$ cat config.mk
export PLATFORM = sky130hd
export DESIGN_NAME = dma_mem_arbiter
export DESIGN_NICKNAME = d
export VERILOG_FILES = /design/src/rtl/mips_pkg.sv /design/src/rtl/mem_port_mux.sv /design/src/rtl/dma_mem_arbiter.sv
export SDC_FILE = /design/constraint.sdc
export NUM_CORES = 1
export LEC_CHECK = 0
export ABC_AREA = 1
export BUFFER_PORTS_ARGS = -buffer_cell sky130_fd_sc_hd__buf_2
export CORE_MARGIN = 2
export CORE_UTILIZATION = 55
export DETAILED_ROUTE_END_ITERATION = 7
export HOLD_SLACK_MARGIN = 0.03
export PLACE_DENSITY = 0.94
export SLEW_MARGIN = 10
export SYNTH_ARGS = -nofsm -noshare
export SYNTH_HDL_FRONTEND = slang
export SYNTH_SLANG_ARGS = --single-unit
$ cat constraint.sdc
create_clock -name clk -period 4.75 [get_ports clk]
set_clock_uncertainty 0.15 [all_clocks]
set_input_delay 0.475 -clock clk [delete_from_list [all_inputs] [get_ports clk]]
set_output_delay 0.475 -clock clk [all_outputs]
set_load 0.01 [all_outputs]
$ cat src/rtl/mips_pkg.sv
// Shared definitions for the data-memory DMA/arbiter slice:
// DMA FSM state encoding and the word stride used for address stepping.
package mips_pkg;

    typedef enum logic [1:0] {
        IDLE = 2'd0,
        RD   = 2'd1,
        WR   = 2'd2,
        FIN  = 2'd3
    } dma_state_t;

    localparam logic [31:0] WORD_STRIDE = 32'd4;

endpackage

$ cat src/rtl/mem_port_mux.sv
// Grant-driven 2:1 selection of the DataMem request signals between the CPU
// memory stage and the DMA engine.
module mem_port_mux #(
    parameter int unsigned ADDR_W = 32
) (
    input  logic              sel_dma,
    input  logic              cpu_read,
    input  logic              cpu_write,
    input  logic [ADDR_W-1:0] cpu_addr,
    input  logic [31:0]       cpu_wdata,
    input  logic              dma_read,
    input  logic              dma_write,
    input  logic [ADDR_W-1:0] dma_addr,
    input  logic [31:0]       dma_wdata,
    output logic              mux_read,
    output logic              mux_write,
    output logic [ADDR_W-1:0] mux_addr,
    output logic [31:0]       mux_wdata
);

    always_comb begin
        if (sel_dma) begin
            mux_read  = dma_read;
            mux_write = dma_write;
            mux_addr  = dma_addr;
            mux_wdata = dma_wdata;
        end else begin
            mux_read  = cpu_read;
            mux_write = cpu_write;
            mux_addr  = cpu_addr;
            mux_wdata = cpu_wdata;
        end
    end

endmodule

$ cat src/rtl/dma_mem_arbiter.sv
// Word-copy DMA engine sharing the single DataMem port with the CPU; the CPU
// has priority and the DMA gets a forced slot after STARVE_LIMIT denials.
module dma_mem_arbiter
    import mips_pkg::*;
#(
    parameter int unsigned ADDR_W       = 32,
    parameter int unsigned LEN_W        = 16,
    parameter int unsigned STARVE_LIMIT = 4
) (
    input  logic              clk,
    input  logic              rst_n,
    input  logic              cpu_read,
    input  logic              cpu_write,
    input  logic [ADDR_W-1:0] cpu_addr,
    input  logic [31:0]       cpu_wdata,
    output logic [31:0]       cpu_rdata,
    output logic              cpu_stall,
    input  logic [ADDR_W-1:0] cfg_src,
    input  logic [ADDR_W-1:0] cfg_dst,
    input  logic [LEN_W-1:0]  cfg_len,
    input  logic              cfg_start,
    output logic              dma_busy,
    output logic              dma_done,
    output logic              dma_err,
    output logic              mem_read,
    output logic              mem_write,
    output logic [ADDR_W-1:0] mem_addr,
    output logic [31:0]       mem_wdata,
    input  logic [31:0]       mem_rdata
);

    localparam int unsigned SW = $clog2(STARVE_LIMIT + 1);

    dma_state_t        state_q, state_d;
    logic [ADDR_W-1:0] src_q, dst_q;
    logic [LEN_W-1:0]  len_q;
    logic [31:0]       data_q;
    logic              err_q;
    logic [SW-1:0]     starve_q;

    logic              cfg_misaligned;
    logic              dma_req, cpu_req, dma_gnt;
    logic              dma_read, dma_write, mux_write;
    logic [ADDR_W-1:0] dma_addr;

    assign cfg_misaligned = (cfg_src[1:0] != 2'b00) || (cfg_dst[1:0] != 2'b00);
    assign cpu_req        = cpu_read | cpu_write;
    assign dma_gnt        = dma_req & (~cpu_req | (starve_q == SW'(STARVE_LIMIT)));

    always_ff @(posedge clk or negedge rst_n) begin
        if (!rst_n) state_q <= IDLE;
        else        state_q <= state_d;
    end

    always_comb begin
        state_d = state_q;
        case (state_q)
            IDLE: if (cfg_start) state_d = (cfg_misaligned || cfg_len == '0) ? FIN : RD;
            RD:   if (dma_gnt) state_d = WR;
            WR:   if (dma_gnt) state_d = (len_q == LEN_W'(1)) ? FIN : RD;
            FIN:  state_d = IDLE;
            default: state_d = IDLE;
        endcase
    end

    always_comb begin
        dma_req   = (state_q == RD) || (state_q == WR);
        dma_read  = (state_q == RD);
        dma_write = (state_q == WR);
        dma_addr  = (state_q == RD) ? src_q : dst_q;
        dma_busy  = (state_q != IDLE);
        dma_done  = (state_q == FIN);
    end

    always_ff @(posedge clk or negedge rst_n) begin
        if (!rst_n) begin
            src_q    <= '0;
            dst_q    <= '0;
            len_q    <= '0;
            data_q   <= '0;
            err_q    <= 1'b0;
            starve_q <= '0;
        end else begin
            if (state_q == IDLE && cfg_start) begin
                src_q <= cfg_src;
                dst_q <= cfg_dst;
                len_q <= cfg_len;
                err_q <= cfg_misaligned;
            end
            if (dma_gnt && state_q == RD) begin
                data_q <= mem_rdata;
                src_q  <= src_q + ADDR_W'(WORD_STRIDE);
            end
            if (dma_gnt && state_q == WR) begin
                dst_q <= dst_q + ADDR_W'(WORD_STRIDE);
                len_q <= len_q - LEN_W'(1);
            end
            if (!dma_req || dma_gnt)
                starve_q <= '0;
            else if (starve_q != SW'(STARVE_LIMIT))
                starve_q <= starve_q + SW'(1);
        end
    end

    mem_port_mux #(.ADDR_W(ADDR_W)) u_mux (
        .sel_dma   (dma_gnt),
        .cpu_read  (cpu_read),
        .cpu_write (cpu_write),
        .cpu_addr  (cpu_addr),
        .cpu_wdata (cpu_wdata),
        .dma_read  (dma_read),
        .dma_write (dma_write),
        .dma_addr  (dma_addr),
        .dma_wdata (data_q),
        .mux_read  (mem_read),
        .mux_write (mux_write),
        .mux_addr  (mem_addr),
        .mux_wdata (mem_wdata)
    );

    // Reset is asynchronous, so gate the write strobe directly to keep a
    // store from landing in the cycle reset is asserted.
    assign mem_write = mux_write & rst_n;
    assign cpu_stall = cpu_req & dma_gnt;
    assign cpu_rdata = mem_rdata;
    assign dma_err   = err_q;

endmodule

==> flow_summary_export.csv <==
group,metric,value,unit
status,status,"finished, final reports clean",
critical_path,required,4.12,ns
detailed_routing,ant_nets,0,
clock_network,post-cts-setup-buffers,0,
clock_network,cts_max_path_buffers,2,
synth,synthTopCellsByCount,"nand2_1 (377), nor2_1 (144), inv_1 (139), dfrtp_1 (118), o21ai_0 (104)",
cells_and_area,area_delta_synth_final,22.5,%
clock_network,cts_tree,"done",
timing,timing.final.ws_setup,1.08,ns
timing,fmaxAchievable,272,MHz
place,port_buffers,282,
global_route,grt-ovfl-total,0,
cells_and_area,fin_nets,1656,
timing,fin_crit,3.67,ns
detailed_routing,finalWirelength,28200,um
worst_hold_path,hold_path.class,"input pin to flip-flop",
timing,hold_viol,0,
floorplanning,io_pins,283,
clock_network,cts_resized,0,
floorplanning,dieWidth,126,um
synth,synth.top_cells.by_area,"dfrtp_1 (36%), nand2_1 (17%), nor2_1 (6.6%), inv_1 (6.4%), o21ai_0 (6.4%)",
critical_path,worstPathMaxFanout,71,
global_route,antenna_found_initial,2,
synth,synth_cell_type_count,34,
synth,synth-edff-count,0,
synth,syn_avg_cell_area,6.61,um2
clock_network,cts_max_level,4,
power,combPwrFrac,0.439,
place,dpl.hpwl,21000,um
critical_path,critical_path.endpoint_type,"primary output",
detailed_routing,via_per_inst,5.64,
synth,synth_top_cell_area_share,0.362,
global_route,busiest_layer,"met2",
global_route,use_met1,0.465,
global_route,met3_usage,0.0756,
global_route,grt_pass1_vias,8592,
power,p_int,3180,uW
critical_path,path_class,"flip-flop to primary output",
synth,yosysMostFrequentCell,"nand2_1",
synth,ys_seq_area_frac,0.362,
clock_network,numCtsBuffers,17,
global_route,grt_use_met2,0.560,
synth,syn_inst,1233,
detailed_routing,vias,9373,
synth,synth_warnings,0,
power,irDropWorstVdd,0.000384,V
timing,finalSetupViolations,0,
synth,synth_seq_cells,118,
cells_and_area,drive_above_1_share,0.227,
timing,period_share,0.774,
power,p_clk_frac,0.216,
synth,async_flop_share,1.00,
critical_path,cp_data_arrival_time,3.05,ns
clock_network,worstSkewPairLatency,0.43,ns
detailed_routing,dr.pass1.iters,8,
detailed_routing,drc_errors,0,
job,maxCapViolations,0,
place,dp_worst_setup_slack,1.50,ns
power,powerDensity,592,nW/um2
timing,rsz0062_at_grt,"no",
clock_network,cts_sinks,118,
floorplanning,row_count,44,
detailed_routing,drt_iter0_drc,1020,
floorplanning,initial_core_util,0.561,
synth,synth_nets,1425,
global_route,grt_max_degree,72,
synth,synth-main-ff-cell,"dfrtp_1",
synth,synth_area,8160,um2
global_route,grt_pass1_wl,43800,um
power,seq_power_share,0.345,
timing,drv_slew,0,
timing,final.setup.tns,0,ns
synth,synth_top_area_cell,"dfrtp_1",
cells_and_area,fill_cells,1233,
floorplanning,die-area,15800,um2
clock_network,clk_pin_slew_worst_paths,0.06,ns
detailed_routing,wire_per_inst,16.9,um
timing,slew_headroom,0.439,
clock_network,cts-root-buf,"clkbuf_16",
place,gp_congestion,1.07,
floorplanning,die_h,126,um
timing,worst_pin_slew,0.841,ns
floorplanning,fp.coreArea,14500,um2
power,power_switching,2730,uW
critical_path,start_kind,"flip-flop",
power,swShare,0.461,
global_route,grt_usage,0.350,
power,power_leakage,0.00505,uW
==> state kept, by name (all words and copies together), names as in the netlist <==
name	flops
data_q	32
dma_err	1
dst_q	32
len_q	16
src_q	32
starve_q	3
state_q	2
==> cell type report <==
class                      count  area, um2  area share
inverter                     145        544      0.0545
sequential                   118       2950       0.296
multi-input combinational    892       4190       0.420
clock buffer                  22        494      0.0495
antenna                        2       5.00    0.000501
clock inverter                10       95.1     0.00952
timing repair buffer         290       1480       0.148
tap                          184        230      0.0230
==> metrics by stage <==
stage          total power (uW)  cell area [um2]  utilization  instances  hold WS [ns]
2_1_floorplan              3630             8160            -       1233        0.0294
3_3_place_gp               4430             9390        0.646       1628         0.301
3_5_place_dp               4520             9390        0.646       1628         0.315
4_1_cts                    5830             9980        0.687       1661         0.110
5_1_grt                    6290             9990        0.687       1663         0.125
6_report                   5910             9990        0.687       1663         0.115
==> layout by cell type (no fill, tap or decap), types with 8 or more instances in the layout <==
master / Yosys / routed
a21oi_1: 43 / 43
buf_2: 21 / 281
buf_4: 37 / 8
clkbuf_16: 0 / 17
dfrtp_1: 118 / 118
ha_1: 11 / 11
inv_1: 139 / 139
nand2_1: 377 / 377
nand3_1: 79 / 79
nor2_1: 144 / 143
nor3_1: 21 / 21
o211ai_1: 22 / 22
o21ai_0: 104 / 104
o22ai_1: 35 / 35
xor2_1: 26 / 26
==> what timing repair did <==
item | CTS | global route
endpoints found under the hold margin | 32 | 0
hold buffers | 1 | 0
setup endpoints to repair | 0 | 0
==> critical path, stage by stage, from the launching register on <==
cell and delay (ns):
dfrtp_1 0.38, inv_1 0.10, ha_1 0.35, nand2_4 0.09
buf_4 0.50, nor2_1 0.23, inv_2 0.44, o22ai_1 0.17
a21oi_1 0.17, buf_2 0.16
==> path summary, 6_finish.rpt <==
path | from | to | slack, ns | depth (start not counted)
setup / recovery | state_q[0] | mem_addr[18] | 1.08 | 9
hold / removal | cfg_dst[9] | dst_q[9] | 0.11 | 3
setup reg to reg | state_q[0] | src_q[22] | 1.43 | 10
hold reg to reg | starve_q[0] | starve_q[0] | 0.32 | 1
max in group asynchronous | rst_n | src_q[23] | 2.60 | 3
min in group asynchronous | rst_n | dst_q[1] | 0.55 | 2
==> metal layers <==
layer,wire length [um],vias up
met5,0,-
met3,3000,97
met2,12900,578
met1,11200,4308
met4,1090,0
li1,-,4390
==> power groups by stage <==
stage	Clock, uW	Combinational, uW	Sequential [uW]
after floorplan	0	1830	1800
after global routing	1330	2890	2070
final	1270	2600	2040
after global placement	0	2440	1990
after CTS	1280	2560	2000
after detailed placement	0	2520	2000
==> logic make-up (layout without fill, tap and decap cells) <==
family	Yosys count	count (layout)	synth area share
AND/OR/NAND/NOR	638	638	0.317
buffers and inverters	223	467	0.125
AO/OA/AOI/OAI	211	211	0.144
flip-flops	118	118	0.362
XOR/XNOR	32	32	0.0344
adder cells (fa/ha/maj)	11	11	0.0169
other	0	2	0
No activity file was read; power rests on OpenSTA's default activity.
